==> src/rtl/button_conditioner_if.sv <==
// rtl/button_conditioner_if.sv - Raw button pins in, conditioned per-button level and event pulses out
interface button_conditioner_if #(
    parameter int NUM_BUTTONS = 2
);
    logic [NUM_BUTTONS-1:0] button;
    logic [NUM_BUTTONS-1:0] btn_level;
    logic [NUM_BUTTONS-1:0] btn_press;
    logic [NUM_BUTTONS-1:0] btn_release;
    logic [NUM_BUTTONS-1:0] btn_long;

    modport master (
        output button,
        input  btn_level,
        input  btn_press,
        input  btn_release,
        input  btn_long
    );

    modport slave (
        input  button,
        output btn_level,
        output btn_press,
        output btn_release,
        output btn_long
    );
endinterface

==> src/rtl/button_conditioner.sv <==
// rtl/button_conditioner.sv - Per-button synchronizer, debounce FSM, hold counter and press/release/long-press pulses
module button_conditioner #(
    parameter int          NUM_BUTTONS       = 2,
    parameter int          DEBOUNCE_CYCLES   = 50000,
    parameter int unsigned LONG_PRESS_CYCLES = 50000000
) (
    input  logic                  clk,
    input  logic                  rst,
    button_conditioner_if.slave   bus
);
    localparam int                CNT_W    = $clog2(DEBOUNCE_CYCLES);
    localparam logic [CNT_W-1:0]  CNT_ONE  = CNT_W'(1);
    localparam logic [CNT_W-1:0]  CNT_LAST = CNT_W'(DEBOUNCE_CYCLES - 1);
    localparam logic [31:0]       HOLD_MAX = 32'(LONG_PRESS_CYCLES);
    localparam logic [31:0]       HOLD_PRE = HOLD_MAX - 32'd1;

    typedef enum logic [1:0] {
        ST_RELEASED,
        ST_PRESS_PENDING,
        ST_PRESSED,
        ST_RELEASE_PENDING
    } state_t;

    // Pins idle high, so the synchronizer resets to "released" to avoid a false press.
    logic [NUM_BUTTONS-1:0] r_sync1;
    logic [NUM_BUTTONS-1:0] r_sync2;

    always_ff @(posedge clk or negedge rst) begin
        if (!rst) begin
            r_sync1 <= '1;
            r_sync2 <= '1;
        end else begin
            r_sync1 <= bus.button;
            r_sync2 <= r_sync1;
        end
    end

    logic [NUM_BUTTONS-1:0] w_sample;
    logic [NUM_BUTTONS-1:0] w_level;
    logic [NUM_BUTTONS-1:0] w_press;
    logic [NUM_BUTTONS-1:0] w_release;
    logic [NUM_BUTTONS-1:0] w_long;

    assign w_sample = r_sync2;

    for (genvar g = 0; g < NUM_BUTTONS; g++) begin : g_ch
        state_t           r_state;
        logic [CNT_W-1:0] r_cnt;
        logic [31:0]      r_hold;
        logic             r_level;
        logic             r_press;
        logic             r_release;
        logic             r_long;

        always_ff @(posedge clk or negedge rst) begin
            if (!rst) begin
                r_state   <= ST_RELEASED;
                r_cnt     <= '0;
                r_hold    <= '0;
                r_level   <= 1'b0;
                r_press   <= 1'b0;
                r_release <= 1'b0;
                r_long    <= 1'b0;
            end else begin
                r_press   <= 1'b0;
                r_release <= 1'b0;
                r_long    <= 1'b0;

                // Hold time keeps running through RELEASE_PENDING; saturation stops a repeat long pulse.
                if (r_level && (r_hold != HOLD_MAX)) begin
                    r_hold <= r_hold + 32'd1;
                    if (r_hold == HOLD_PRE) begin
                        r_long <= 1'b1;
                    end
                end

                case (r_state)
                    ST_RELEASED: begin
                        if (!w_sample[g]) begin
                            r_state <= ST_PRESS_PENDING;
                            r_cnt   <= CNT_ONE;
                        end
                    end
                    ST_PRESS_PENDING: begin
                        if (w_sample[g]) begin
                            r_state <= ST_RELEASED;
                            r_cnt   <= '0;
                        end else if (r_cnt == CNT_LAST) begin
                            r_state <= ST_PRESSED;
                            r_cnt   <= '0;
                            r_level <= 1'b1;
                            r_press <= 1'b1;
                            r_hold  <= '0;
                        end else begin
                            r_cnt <= r_cnt + CNT_ONE;
                        end
                    end
                    ST_PRESSED: begin
                        if (w_sample[g]) begin
                            r_state <= ST_RELEASE_PENDING;
                            r_cnt   <= CNT_ONE;
                        end
                    end
                    ST_RELEASE_PENDING: begin
                        if (!w_sample[g]) begin
                            r_state <= ST_PRESSED;
                            r_cnt   <= '0;
                        end else if (r_cnt == CNT_LAST) begin
                            r_state   <= ST_RELEASED;
                            r_cnt     <= '0;
                            r_level   <= 1'b0;
                            r_release <= 1'b1;
                        end else begin
                            r_cnt <= r_cnt + CNT_ONE;
                        end
                    end
                    default: begin
                        r_state <= ST_RELEASED;
                        r_cnt   <= '0;
                    end
                endcase
            end
        end

        assign w_level[g]   = r_level;
        assign w_press[g]   = r_press;
        assign w_release[g] = r_release;
        assign w_long[g]    = r_long;
    end

    assign bus.btn_level   = w_level;
    assign bus.btn_press   = w_press;
    assign bus.btn_release = w_release;
    assign bus.btn_long    = w_long;
endmodule

==> src/flat_wrapper.sv <==
// flat-port wrapper written by rule: the top's interface ports become plain ports
module button_conditioner_flat 
#(
    parameter int          NUM_BUTTONS       = 2,
    parameter int          DEBOUNCE_CYCLES   = 50000,
    parameter int unsigned LONG_PRESS_CYCLES = 50000000
)
  (clk, rst, bus_button, bus_btn_level, bus_btn_press, bus_btn_release, bus_btn_long);
  button_conditioner_if #(.NUM_BUTTONS(NUM_BUTTONS)) bus_i ();
  input  logic clk;
  input  logic rst;
  input wire logic [$bits(bus_i.button)-1:0] bus_button;
  output wire logic [$bits(bus_i.btn_level)-1:0] bus_btn_level;
  output wire logic [$bits(bus_i.btn_press)-1:0] bus_btn_press;
  output wire logic [$bits(bus_i.btn_release)-1:0] bus_btn_release;
  output wire logic [$bits(bus_i.btn_long)-1:0] bus_btn_long;
  assign bus_i.button = bus_button;
  assign bus_btn_level = bus_i.btn_level;
  assign bus_btn_press = bus_i.btn_press;
  assign bus_btn_release = bus_i.btn_release;
  assign bus_btn_long = bus_i.btn_long;
  button_conditioner #(.NUM_BUTTONS(NUM_BUTTONS), .DEBOUNCE_CYCLES(DEBOUNCE_CYCLES), .LONG_PRESS_CYCLES(LONG_PRESS_CYCLES)) u_core (.clk(clk), .rst(rst), .bus(bus_i));
endmodule
==> config.mk <==
export PLATFORM = sky130hd
export DESIGN_NAME = button_conditioner_flat
export DESIGN_NICKNAME = d
export VERILOG_FILES = /design/src/rtl/button_conditioner_if.sv /design/src/rtl/button_conditioner.sv /design/src/flat_wrapper.sv
export SDC_FILE = /design/constraint.sdc
export NUM_CORES = 1
export LEC_CHECK = 0
export BUFFER_PORTS_ARGS = -buffer_cell sky130_fd_sc_hd__buf_2
export CORE_MARGIN = 5
export CORE_UTILIZATION = 60
export CTS_CLUSTER_SIZE = 16
export DETAILED_ROUTE_END_ITERATION = 10
export PLACE_DENSITY_LB_ADDON = 0.08
export SLEW_MARGIN = 20
export SYNTH_ARGS = -nofsm -noshare
export SYNTH_HDL_FRONTEND = slang
export SYNTH_SLANG_ARGS = --single-unit
==> constraint.sdc <==
create_clock -name clk -period 2.4 [get_ports clk]
set_input_delay 0.48 -clock clk [delete_from_list [all_inputs] [get_ports clk]]
set_output_delay 0.48 -clock clk [all_outputs]
set_load 0.005 [all_outputs]
Yosys cells after proc, flatten, opt, wreduce, memory -nomap -nowiden
Index checks and enable logic that the tools add are counted.
{ "word_totals": {"reg_bits": 112, "latchBits": 0, "ramBits": 0, "romBits": 0, "input_bits": 4, "out_inout_bits": 8, "mem_count": 0} }
{ "op_classes": {"n_addsub": 4, "mul": 0, "div_mod_pow": 0, "magnitude_cmp": 0, "n_eq_ne": 28, "n_shift": 0, "muxes": 58, "bitwise": 0, "n_reduce_logical": 12} }
{ "op_table": {"columns": ["cell", "count"], "rows": [
  ["two-way mux 32 bit", 8],
  ["two-way mux 16 bit", 10],
  ["case mux 16 bit (4 select lines)", 2],
  ["adder 32 x 1 -> 32 bit, second input constant", 2],
  ["== test 32 x 26 -> 1 bit, second input constant", 2],
  ["!= test 32 x 26 -> 1 bit, second input constant", 2],
  ["adder 16 x 1 -> 16 bit, second input constant", 2],
  ["== test 16 bit, second input constant", 2],
  ["two-way mux 2 bit", 12],
  ["two-way mux 1 bit", 22],
  ["!= test 2 x 1 -> 1 bit, second input constant", 8],
  ["case mux 2 bit (4 select lines)", 2],
  ["AND reduction 5 bit", 2],
  ["== test 2 bit, second input constant", 4],
  ["!= test 2 bit, second input constant", 4],
  ["AND reduction 4 bit", 2],
  ["!= test 3 x 1 -> 1 bit, second input constant", 2],
  ["!= test 3 bit, second input constant", 2],
  ["== test 2 x 1 -> 1 bit, second input constant", 2],
  ["zero test 2 bit", 2],
  ["case mux 1 bit (2 select lines)", 2],
  ["AND reduction 2 bit", 2],
  ["nonzero test 2 bit", 2],
  ["logical AND 1 bit", 2]
]} }

Depth between registers and ports, before layout
Gate-level depths: netlist of run 1.
{ "logic_depth": {"word_depth": 6, "depth_mapped": 8, "depth_no_buf": 7} }

Worst setup path before layout of run 1
OpenSTA, ideal clock, no wires.
{ "synth_timing": {"path_kind": "register -> register", "from": "register u_core.g_ch[1].r_cnt[11]", "to": "register u_core.g_ch[1].r_hold[6]", "setup_ns": 0.119, "arrival_time_ns": 1.952, "slack_ns": 0.329, "path_stages_with_launch": 7, "synth_period_minus_slack_ns": 2.071, "cell_sequence": "dfrtp_1 -> or4_4 -> nor4_4 -> nand2_4 -> nor3_4 -> buf_6 -> nor2_1"} }
{ "synth_via": {"elab_chain_len": 4} }
{ "synth_rtl": {"columns": ["item", "line_no", "text"], "rows": [
  ["start, declared", "button_conditioner.sv:48", "logic [CNT_W-1:0] r_cnt;"],
  ["start signal, assigned", "button_conditioner.sv:95", "r_cnt <= r_cnt + CNT_ONE;"],
  ["start signal, assigned", "button_conditioner.sv:114", "r_cnt <= r_cnt + CNT_ONE;"],
  ["== test 16 bit", "button_conditioner.sv:88", "end else if (r_cnt == CNT_LAST) begin"],
  ["two-way mux 32 bit", "button_conditioner.sv:88", null],
  ["two-way mux 32 bit", "button_conditioner.sv:85", "if (w_sample[g]) begin"],
  ["two-way mux 32 bit", "button_conditioner.sv:77", "case (r_state)"],
  ["end signal, assigned", "button_conditioner.sv:71", "r_hold <= r_hold + 32'd1;"],
  ["end, declared", "button_conditioner.sv:49", "logic [31:0] r_hold;"]
]} }
Every way passes these cells.
A chain may end at the register's enable or synchronous reset.

Worst setup path in the final report of run 1
{ "layout_timing": {"from": "register u_core.g_ch[1].r_cnt[12]", "to": "register u_core.g_ch[1].r_cnt[3]"} }
{ "layout_via": {"elab_chain_len": 4, "elab_cells_between_ends": 5} }
{ "layout_rtl": {"columns": ["item", "line_no"], "rows": [
  ["== test 16 bit *", "button_conditioner.sv:88, button_conditioner.sv:108"],
  ["two-way mux 16 bit *", "button_conditioner.sv:88, button_conditioner.sv:108"],
  ["two-way mux 16 bit (on tied branches)", "button_conditioner.sv:105, button_conditioner.sv:85"],
  ["case mux 16 bit (4 select lines) *", "button_conditioner.sv:77"]
]} }
Every way passes the cells marked *; elsewhere a longest branch is shown, timed or not.

==> results.txt, run 1 <==
* Worst path required time: approximately 2.7 ns
* Layout cell share with drive strength beyond 1: a little under an eighth
- Summed negative setup slack over all endpoints: 0 ns
- The first global-routing pass estimated roughly 22000 µm of wire.
* Initial core utilization: approximately three fifths
- Once placement completed, the tool counted placed cells totaling 769.
- Max-slew violations: 0
- I/O pin count: 12
* Count of final setup violators: 0
- CTS built an H-tree with a depth of 3.
* Synth top area cells: sky130_fd_sc_hd__dfrtp_1 45%, sky130_fd_sc_hd__nor2_1 5.0%, sky130_fd_sc_hd__xor2_1 4.3%, sky130_fd_sc_hd__nand3_1 3.7%, sky130_fd_sc_hd__xnor2_1 3.5%
* Reg2reg path depth: 5
- A synthesized cell averages 9.36 µm².
* Met3 track utilization from global routing: 4.64%
- Data on the critical path arrives at its endpoint at between 2 and 3 ns.
- Via count of the first global-routing pass: approximately 4700
- The worst register-to-register path has a setup slack of 0.18 ns.
- Number of diodes added for antenna fixing: 0
* Clk root buf: sky130_fd_sc_hd__clkbuf_8
- The critical path is of the reg -> reg type.
- Timing would allow up to 450 MHz.
- STA classifies the critical path endpoint as a flip-flop.
- Highest-utilization routing layer at the global route stage: met2
* TritonCTS clock tree: done
- In this run the core area contains 36 standard-cell rows.
* Worst skew pair latency: between 0.3 and 0.4 ns
- Post-Synthesis Cells: 637
- In this run the tool buffered the top-level ports with 11 buffer cells.
- The smallest clock period supported by the final layout is computed as around 2.2 ns.
- The critical path starts at u_core.g_ch[1].r_cnt[12].
- Number of buffers between clock root and the deepest sink: 2
- For this run the aggregate overflow at the end of global routing stands at 0.
- Met1 global-route usage: between 20 and 30%
- In this run the worst path has a maximum fanout of 15.
* Power per unit of standard cell area: 484 nW/µm²
- DRT Wirelength: around 12000 µm
- The final layout contains between 600 and 700 nets.
- The min-delay analysis places its worst path in the category in -> async.
- Net count after synthesis: ~650
- Number of antenna violations at the first check in global routing: 0
* Yosys warns: 0
- The netlist uses 59 different library cells.
- Before antenna repair, the detailed router went through 5 iterations.
- The number of hold violations in the final report is 0.
- Of the post-synthesis cell area, the dominant cell type holds a little under half.
- Number of max-cap violations: 0
- Yosys mapped a number of flops with a built-in enable equal to 0.
* Final clock period utilization by the worst path: ~93%
* Outcome: finished, final reports clean
- Number of nets with antenna violations after routing: 0
* Total routing resource utilization after global routing: roughly 23%
* Average routed wire per standard cell: 15.3 µm
- Clock Skew: 0.0132 ns
- Total CTS buffers: 9
- Async set-or-reset flop fraction in the synthesized netlist: 100%
- The synthesized design contains 112 register bits.
- Static Leakage: 0.00276 µW
- The die covers roughly 12000 µm².
* Clk slew on worst S/H paths: between 0.1 and 0.15 ns
* Largest net degree at the start of global routing: approximately 110
- Of all cell types, the one taking the most synthesized area is sky130_fd_sc_hd__dfrtp_1.
- Starting DRT DRC Count: 301
- The area growth from synthesis to layout is 6.65%.
- Measured along the x axis, the die boundary spans 110 µm.
- Leaving out filler cells and counting taps, the final layout contains 785.
- Number of vias per cell after detailed routing: ~6
- Estimated wirelength of the detail-placed design: 8010 µm
* Ys flop type: sky130_fd_sc_hd__dfrtp_1
* Height of the die: roughly 110 µm
- Core footprint: around 10000 µm²
* Summed instance area of the synthesized netlist: 5960 µm²
- Setup repair after global routing left no endpoint under its margin.
- The worst register-to-register path begins at u_core.g_ch[1].r_cnt[12].
- Critical R2R Capture: u_core.g_ch[1].r_cnt[3]
- Summing the sequential cell areas from Yosys gives 47.1% of the chip area.
- After detailed routing, the number of remaining DRC violations is 0.
- Fillcell total: between 800 and 900
- Counting every sink on the clock net gives 112.
- Weighted congestion at the end of routability-driven global placement: between 0.8 and 0.9
- STA classifies the critical path startpoint as a flip-flop.
- Tightest slew margin relative to the limit: ~54%
* Global-route track usage on met2: between 30 and 40%
- Critical Path End: u_core.g_ch[1].r_cnt[3]
- Max rail drop VDD: 0.000432 V
* Number of vias after detailed routing: about 4700
- In this run the post-CTS setup repair buffer count came out at 0.
- At the pin with the least slew margin, the transition time is between 0.6 and 0.7 ns.
==> power by group <==
group	leakage [µW]	total, µW	switching [µW]	internal [µW]
registers	0.00154	1920	15.2	1900
clock network	0.0000862	1050	663	386
logic	0.00113	111	76.9	34.6
total	0.00276	3080	755	2320
==> metrics by stage <==
| step | hold WS, ns | utilization [%] | cell area (µm²) | power (µW) | worst slack [ns] |
|---|---|---|---|---|---|
| 2_1_floorplan | 0.184 | - | 5960 | 2000 | 0.329 |
| 3_3_place_gp | 0.352 | 63.5 | 6180 | 2060 | 0.233 |
| 3_5_place_dp | 0.353 | 63.5 | 6180 | 2070 | 0.158 |
| 4_1_cts | 0.156 | 65.3 | 6360 | 3130 | 0.139 |
| 5_1_grt | 0.150 | 65.4 | 6360 | 3220 | 0.0178 |
| 6_report | 0.147 | 65.4 | 6360 | 3080 | 0.177 |
==> cell usage in the layout (no fill, tap or decap), types with 9 or more instances in the layout <==
master and n:
sky130_fd_sc_hd__xor2_1 29, sky130_fd_sc_hd__or3_1 13, sky130_fd_sc_hd__and3_1 15, sky130_fd_sc_hd__nand2_1 53
sky130_fd_sc_hd__and4_1 9, sky130_fd_sc_hd__nor2_1 79, sky130_fd_sc_hd__buf_4 19, sky130_fd_sc_hd__a21oi_1 20
sky130_fd_sc_hd__o21ai_0 38, sky130_fd_sc_hd__xnor2_1 24, sky130_fd_sc_hd__buf_2 10, sky130_fd_sc_hd__clkbuf_8 9
sky130_fd_sc_hd__a21o_1 10, sky130_fd_sc_hd__nand4_1 22, sky130_fd_sc_hd__inv_1 14, sky130_fd_sc_hd__nor3_1 24
sky130_fd_sc_hd__dfrtp_1 108, sky130_fd_sc_hd__nand3_1 44, sky130_fd_sc_hd__nor4_1 12
==> cells in the mapped netlist (all sizes together) (16+ instances only) <==
| cell | number |
|---|---|
| a21oi | 20 |
| and3 | 16 |
| clkbuf | 17 |
| dfrtp | 108 |
| nand2 | 54 |
| nand3 | 44 |
| nand4 | 22 |
| nor2 | 83 |
| nor3 | 26 |
| o21ai | 38 |
| xnor2 | 24 |
| xor2 | 29 |
==> flip-flops by register name, summed over array words and instances (netlist names), named ones only <==
name                   count
u_core.g_ch.r_hold        64
u_core.g_ch.r_release      2
u_core.g_ch.r_long         2
u_core.g_ch.r_level        2
u_core.r_sync2             2
u_core.g_ch.r_cnt         32
u_core.g_ch.r_state        2
u_core.r_sync1             2
u_core.g_ch.r_press        2
==> cell families after synthesis <==
logic type	share of synthesized area, %
DFF	47.1
adders and majority gates	1.26
AOI/OAI and AO/OA	8.77
and+or+nand+nor	30.1
xor gates and xnor gates	7.79
buffers and inverters	3.97
muxes	1.03
==> metal layers <==
metal | up-vias | wire (µm)
li1 | 2282 | -
met1 | 2303 | 5580
met2 | 76 | 5850
met3 | 18 | 408
met4 | 0 | 157
met5 | - | 0
==> how the worst min path moves through the flow <==
stage,cells past startpoint,end,startpoint,slack (ns)
2_1_floorplan,0,async pin,rst,0.18
3_3_place_gp,0,u_core.r_sync2[1],u_core.r_sync1[1],0.35
3_5_place_dp,0,u_core.r_sync2[0],u_core.r_sync1[0],0.35
4_1_cts,1,u_core.r_sync1[1],bus_button[1],0.16
5_1_grt,1,u_core.r_sync1[1],bus_button[1],0.15
6_report,2,u_core.g_ch[0].r_hold[8],rst,0.15
==> layout make-up <==
type | count | area, µm² | share of cell area, %
tap | 133 | 166 | 2.62
inverter | 14 | 52.6 | 0.826
multi-input combinational | 479 | 2920 | 45.9
clock inverter | 7 | 55.1 | 0.866
clock buffer | 9 | 124 | 1.95
sequential | 112 | 2810 | 44.2
timing repair buffer | 31 | 233 | 3.66
==> critical path, cell delays in order (launching register included) <==
cell and delay (ns):
sky130_fd_sc_hd__dfrtp_1 0.43, sky130_fd_sc_hd__or4_2 0.67, sky130_fd_sc_hd__nor4_1 0.37, sky130_fd_sc_hd__nor2_2 0.23, sky130_fd_sc_hd__a21o_1 0.20, sky130_fd_sc_hd__a22o_1 0.22
==> what timing repair did <==
| item | CTS | global route |
|---|---|---|
| resized for setup | 0 | 1 |
| endpoints found under the setup margin | 0 | 1 |
| hold buffers | 0 | 0 |
No activity file was read; power rests on OpenSTA's default activity.
==> inputs of run 2 (changes only) <==
CORE_MARGIN = default   (was 5)
==> results.txt, run 2 (synthesis gave the netlist of run 1 again) <==
* Critical path buffer and inverter count: 0 (unchanged)
* Reg-to-reg setup timing slack: 0.16 ns (-0.02 ns)
- The highest clock rate is 446 MHz (-0.88%).
* CP startpoint kind: flip-flop
* Setup Crit Path Kind: reg -> reg
- Setup repair after global routing missed its margin: false
- The layout net count came to 659 (+0.30%).
* Worst reg2reg startpoint: u_core.g_ch[1].r_cnt[12]
* Pre-Repair DR Iteration Count: 4 (-1)
- The worst clock skew came to 0.0151 ns (+0.00189 ns).
- CTS placed an instance of sky130_fd_sc_hd__clkbuf_8 at the clock tree root.
* Final clock period utilization by the worst path: 93.4% (+0.82 points)
* TritonCTS clock tree: done
- Critical path peak fanout: 15 (unchanged)
* Static Leakage: 0.00277 µW (+0.57%)
- The clock-pin slew reported for the worst setup and hold paths after clock tree synthesis is 0.10 ns (about the same).
- The summed negative setup slack over all endpoints came to 0 ns (unchanged).
- The max-slew violation count came to 0 (unchanged).
* Worst setup timing slack at the placement stage: 0.153 ns (-0.00495 ns)
* Final Hold Violating Endpoints: 0 (unchanged)
- Most frequent cells in the layout: 108 x sky130_fd_sc_hd__dfrtp_1, 79 x sky130_fd_sc_hd__nor2_1, 53 x sky130_fd_sc_hd__nand2_1
- The count of antenna-violating nets left after detailed routing was 0 (unchanged).
- The number of flip-flops under the largest register name came to 64 (unchanged).
- The number of buffers inserted by hold repair at cts came to 0 (unchanged).
* Max rail drop VDD: 0.000356 V (-18%)
* DRT Wirelength: 11100 µm (-7.2%)
* Tightest slew margin relative to the limit: 53.7% (+0.13 points)
* Crit path time final: 2.24 ns (+0.0197 ns)
* DRC violations left: 0 (unchanged)
- Weighted congestion at the end of routability-driven global placement: 0.910 (+2.1%)
* Worst Hold Class: in -> async
* Commonest non-fill, non-tap cell in the layout: sky130_fd_sc_hd__dfrtp_1
- Cell with the largest stage delay on the worst path: sky130_fd_sc_hd__or4_2
- The slew of the pin with the lowest slew margin is 0.689 ns (-0.00195 ns).
- The floorplan die height is 102 µm (-7.3%).
- The critical path starts at u_core.g_ch[1].r_cnt[12].
- H-tree level count: 3 (unchanged)
- Fillcell total: 800 (-6.1%)
- Number of vias after detailed routing: 4549 (-2.8%)
- Initial core utilization: 61.6% (+0.29 points)
* Via count of the first global-routing pass: 4245 (-9.5%)
- The fraction of final layout cells with drive strength greater than 1 was 11.5% (-0.035 points).
- The detailed-placement wirelength estimate was 7800 µm (-2.6%).
* Number of sinks on the clock net: 112 (unchanged)
* Number of vias per cell after detailed routing: 5.78 (-3.0%)
* Worst path required time: 2.67 ns (about the same)
* Area Growth Syn to Fin: 6.88%
* Critical R2R Capture: u_core.g_ch[1].r_cnt[3]
- The data arrival at the endpoint of the critical path was 2.51 ns (about the same).
- Worst Setup Slack, final: 0.158 ns (-0.0197 ns)
- The total number of cells along the worst setup path was 5 (unchanged).
- The global route total overflow was 0 (unchanged).
- Number of diodes added for antenna fixing: 0 (unchanged)
- The initial antenna violation count is 0 (unchanged).
- Area enclosed by the die boundary: 10300 µm² (-14%)
- The per-cell routed wire length was 14.1 µm (-7.5%).
* Kind of cell with the highest combined delay on the critical path: simple AND/OR/NAND/NOR gates
- Worst skew pair latency: 0.38 ns (about the same)
- Port bufs: 11 (unchanged)
- Global-route wire length before repair: 19700 µm (-10%)
- Reg2reg path depth: 5 (unchanged)
- Register with the most flip-flops: u_core.g_ch.r_hold
* Largest net degree at the start of global routing: 51 (-55%)
- The number of placement rows came to 36 (unchanged).
* Delay of the slowest cell on the worst path: 0.67 ns (about the same)
- The horizontal die dimension is 102 µm (-7.3%).
- The power per unit of standard cell area is 482 nW/µm² (-0.42%).
- The number of buffers created by CTS is 9 (unchanged).
- The flow ran to the end, and the final reports show no timing, DRC or antenna violations.
* Number of buffers between clock root and the deepest sink: 2 (unchanged)
- Critical Path End: u_core.g_ch[1].r_cnt[3]
* I/O pin count: 12 (unchanged)
- The signal on the critical path passes through or4_2 -> nor4_1 -> nor2_2 -> a21o_1 -> a22o_1.
- The number of max-capacitance violations reported is 0 (unchanged).
* Starting DRT DRC Count: 178 (-41%)
* Core footprint: 9680 µm² (-0.46%)
- Count of final setup violators: 0 (unchanged)
- The total global routing track utilization is 24.3% (+1.7 points).
- Post-CTS setup-driven buffer insertion count: 0 (unchanged)
* Largest registers in the final layout: u_core.g_ch.r_hold x64, u_core.g_ch.r_cnt x32
- The worst setup path is captured at a flip-flop.
## run 2: cell types whose count changed in the layout (fill, tap and decap cells not counted)
cell	previous run	this run
sky130_fd_sc_hd__buf_4	19	21
sky130_fd_sc_hd__clkbuf_1	0	2
sky130_fd_sc_hd__clkbuf_8	9	11
sky130_fd_sc_hd__clkinvlp_4	2	0
sky130_fd_sc_hd__inv_6	2	0
sky130_fd_sc_hd__clkinv_2	1	2
sky130_fd_sc_hd__clkinv_4	2	1
## run 2: how the worst min path moves through the flow
stage                           start                   endpoint  slack, ns  depth (start not counted)
detailed placement  u_core.r_sync1[1]          u_core.r_sync2[1]       0.35                          0
CTS                               rst  u_core.g_ch[0].r_hold[11]       0.08                          1
global placement    u_core.r_sync1[1]          u_core.r_sync2[1]       0.35                          0
finish                            rst  u_core.g_ch[0].r_hold[11]       0.06                          1
global route                      rst  u_core.g_ch[0].r_hold[14]        0.1                          1
floorplan                         rst                  async pin       0.18                          0
## run 2: final cells by class
cell class | instances | area [µm²] | area share, %
Multi-Input combinational cell | 479 | 2920 | 45.8
Sequential cell | 112 | 2810 | 44.1
Inverter | 14 | 52.6 | 0.825
Timing Repair Buffer | 33 | 248 | 3.89
Tap cell | 133 | 166 | 2.61
Clock inverter | 3 | 18.8 | 0.295
Clock buffer | 13 | 159 | 2.49
## run 2: what timing repair did
item | in CTS | in global routing
setup endpoints to repair | 0 | 2
hold endpoints to repair | 0 | 0
gates resized for setup | 0 | 1
## run 2: power by group
| part | leakage, µW | internal, µW | switching [µW] |
|---|---|---|---|
| combinational | 0.00114 | 36.7 | 76.4 |
| clock | 0.0000934 | 435 | 607 |
| sequential | 0.00154 | 1900 | 15.2 |
| total | 0.00277 | 2370 | 699 |
## run 2: metal layers
metal | track usage [%] | routed length (µm) | up-vias
li1 | - | - | 2288
met1 | 33.4 | 5300 | 2164
met2 | 38.6 | 5320 | 86
met3 | 5.59 | 404 | 11
met4 | 7.02 | 107 | 0
met5 | 0 | 0 | -
## run 2: through the flow
step	cells	cell area [µm²]	util (%)	hold slack (ns)	power, µW
floorplan	637	5960	-	0.184	2000
global placement	771	6190	63.9	0.351	2070
detailed placement	771	6190	63.9	0.350	2070
CTS	787	6370	65.8	0.0797	3130
global route	787	6370	65.8	0.0971	3220
finish	787	6370	65.8	0.0630	3070
==> inputs of run 3 (changes only) <==
clock period = 2.1 ns   (was 2.4 ns; I/O delays follow)
==> results.txt, run 3 (synthesis gave the netlist of run 1 again) <==
- Outcome: finished, final reports clean
* Worst skew pair latency: 0.40 ns (+0.02 ns)
- I/O pin count: 12 (unchanged)
- The placement-stage worst setup slack was 0.0612 ns (-0.0921 ns).
- The most critical setup path has its startpoint at u_core.g_ch[1].r_cnt[11].
- Total internal power: 2790 µW (+18%)
* Part of the total power dissipated in combinational logic: 4.0% (+0.3 points)
- Number of nets with antenna violations after routing: 0 (unchanged)
* Worst Hold Class: in -> reg
- Clock Skew: 0.0113 ns (-0.00386 ns)
- Setup repair after global routing missed its margin: false
* Number of buffers between clock root and the deepest sink: 2 (unchanged)
* TritonCTS clock tree: done
- Number of sinks on the clock net: 112 (unchanged)
- The switching component of the power is 866 µW (+24%).
* Area enclosed by the die boundary: 10300 µm² (unchanged)
- The final number of setup-violating endpoints was 0 (unchanged).
- Pre-Repair DR Iteration Count: 4 (unchanged)
* Sw Share: 23.7% (+0.94 points)
- Worst reg2reg startpoint: u_core.g_ch[1].r_cnt[11]
- The setup slack on the worst flop-to-flop path came to 0.08 ns (-0.08 ns).
- Max Freq: 495 MHz (+11%)
- Crit path time final: 2.02 ns (-0.222 ns)
- Register with the most flip-flops: u_core.g_ch.r_hold
- The effective utilization at floorplan came to 61.6% (unchanged).
- The required time at the worst-slack endpoint is 2.39 ns (-0.28 ns).
* H-tree level count: 3 (unchanged)
* Most frequent cells in the layout: 106 x sky130_fd_sc_hd__dfrtp_1, 79 x sky130_fd_sc_hd__nor2_1, 53 x sky130_fd_sc_hd__nand2_1
- The number of I/O port buffers came to 11 (unchanged).
- The final routed wirelength across all metal layers came to 12000 µm (+7.8%).
- The relative contribution of the clock network to total power came to 36.0% (+2.1 points).
* Clk root buf: sky130_fd_sc_hd__clkbuf_8
- Area Growth Syn to Fin: 9.91%
- The largest registers in the layout are u_core.g_ch.r_hold x64, u_core.g_ch.r_cnt x32.
* Total CTS buffers: 9 (unchanged)
* Clk slew on worst S/H paths: 0.10 ns (about the same)
- Number of vias after detailed routing: 4697 (+3.3%)
- Tightest slew margin relative to the limit: 40.9% (-13 points)
* Number of antenna violations at the first check in global routing: 0 (unchanged)
* Number of vias per cell after detailed routing: 5.84 (+1.1%)
- By startpoint and endpoint, the worst setup path is classified as reg -> reg.
- The summed negative setup slack over all endpoints was 0 ns (unchanged).
* Global-route congestion overflow total: 0 (unchanged)
- The final worst setup slack was 0.0800 ns (-0.0776 ns).
* Post-layout total power: 3650 µW (+19%)
- Weighted congestion at the end of routability-driven global placement: 0.925 (+1.6%)
* Power per unit of standard cell area: 558 nW/µm² (+16%)
- The number of fillers in the final layout came to 789 (-1.4%).
- Reg2reg path depth: 6 (+1)
* Max rail drop VDD: 0.000502 V (+41%)
- Layout cell share with drive strength beyond 1: 14.6% (+3.1 points)
* CP Depth: 6 (+1)
- The total core area is 9680 µm² (unchanged).
- Cell with the largest stage delay on the worst path: sky130_fd_sc_hd__or4_2
- The max-slew violation count was 0 (unchanged).
- The floorplan die height is 102 µm (unchanged).
* Endpoint type of the worst setup path: flip-flop
* Post-CTS setup-driven buffer insertion count: 0 (unchanged)
* Estimated wirelength of the detail-placed design: 8450 µm (+8.3%)
* Final core utilization: 67.7% (+1.9 points)
- The maximum fanout encountered on the critical timing path came to 5 (-10).
- DRC violations left: 0 (unchanged)
- Average routed wire per standard cell: 14.9 µm (+5.5%)
- Static Leakage: 0.00286 µW (+3.1%)
* Global-route wire length before repair: 20600 µm (+4.8%)
- The number of flip-flops under the largest register name came to 64 (unchanged).
- The via count of the first global-routing pass came to 4492 (+5.8%).
* CP startpoint kind: flip-flop
- In this design, the largest share of critical-path delay is due to simple AND/OR/NAND/NOR gates.
- The slew of the pin with the lowest slew margin was 0.884 ns (+0.195 ns).
* Critical path buffer and inverter count: 1 (+1)
- Die Span X: 102 µm (unchanged)
* Number of diodes added for antenna fixing: 0 (unchanged)
* Data arrival time at the worst-slack endpoint: 2.31 ns (-0.20 ns)
- Commonest non-fill, non-tap cell in the layout: sky130_fd_sc_hd__dfrtp_1
* Critical R2R Capture: u_core.g_ch[1].r_cnt[13]
* Number of max-cap violations: 0 (unchanged)
- The number of placement rows came to 36 (unchanged).
* Critical Path End: u_core.g_ch[1].r_cnt[13]
- Number of nets at the end of the flow: 676 (+2.6%)
- Cell breakdown of the critical path: or4_2 -> nor4_4 -> or2_0 -> buf_4 -> nor3_1 -> a21o_1
* Final Hold Violating Endpoints: 0 (unchanged)
- The sequential cell fraction of total power is 59.9% (-2.5 points).
- The largest stage delay on the critical path is 0.69 ns (+0.02 ns).
- Total routing resource utilization after global routing: 25.5% (+1.2 points)
- The number of DRC markers in iteration 0 was 234 (+31%).
- Largest net degree at the start of global routing: 41 (-20%)
- The final critical-path share of the clock period was 96.2% (+2.8 points).
-- run 3: changes by cell type in the layout (fill, tap and decap cells not counted), moves of 2 or more --
cell,change
sky130_fd_sc_hd__clkinvlp_4,+2
sky130_fd_sc_hd__clkinv_2,-2
sky130_fd_sc_hd__buf_4,+16
sky130_fd_sc_hd__clkinv_4,+2
sky130_fd_sc_hd__dfrtp_2,+2
sky130_fd_sc_hd__clkbuf_1,-2
sky130_fd_sc_hd__clkbuf_8,-2
sky130_fd_sc_hd__dfrtp_1,-2
-- run 3: worst min-delay path by stage --
stage          slack [ns]                         to          start  cells past startpoint
2_1_floorplan        0.12                  async pin            rst                      0
3_3_place_gp         0.34  u_core.g_ch[0].r_hold[15]            rst                      1
3_5_place_dp         0.33  u_core.g_ch[0].r_hold[15]            rst                      1
4_1_cts              0.09          u_core.r_sync1[0]  bus_button[0]                      1
5_1_grt              0.08          u_core.r_sync1[0]  bus_button[0]                      1
6_report             0.11          u_core.r_sync1[0]  bus_button[0]                      1
-- run 3: cell type report --
cell class	count	area [µm²]	area share (%)
Multi-Input combinational cell	479	2940	44.9
Sequential cell	112	2810	42.9
Clock inverter	7	80.1	1.22
Tap cell	133	166	2.54
Inverter	14	52.6	0.802
Timing Repair Buffer	50	378	5.77
Clock buffer	9	124	1.89
-- run 3: routing by layer --
metal  track usage, %  up-vias  part of all wire (%)
li1                 -     2329                     -
met1             33.9     2290                    47
met2             42.2       70                    49
met5                0        -                     0
met4             7.36        0                   1.1
met3             5.59        8                   2.9
-- run 3: per-stage QoR --
step | instances | hold slack [ns] | area, µm²
5_1_grt | 804 | 0.0830 | 6550
4_1_cts | 804 | 0.0884 | 6530
2_1_floorplan | 637 | 0.124 | 5960
3_5_place_dp | 787 | 0.334 | 6310
3_3_place_gp | 787 | 0.335 | 6310
6_report | 804 | 0.112 | 6550
-- run 3: power by group through the flow --
stage / Sequential [µW] / Clock, µW / Combinational (µW)
floorplan: 2230 / 0 / 62.2
global placement: 2230 / 0 / 144
detailed placement: 2230 / 0 / 148
CTS: 2190 / 1370 / 150
global route: 2190 / 1450 / 170
finish: 2190 / 1320 / 148
-- run 3: timing repair --
action	CTS	global route
gates resized for setup	0	8
setup endpoints to repair	0	7
hold endpoints to repair	21	0
hold buffers	1	0
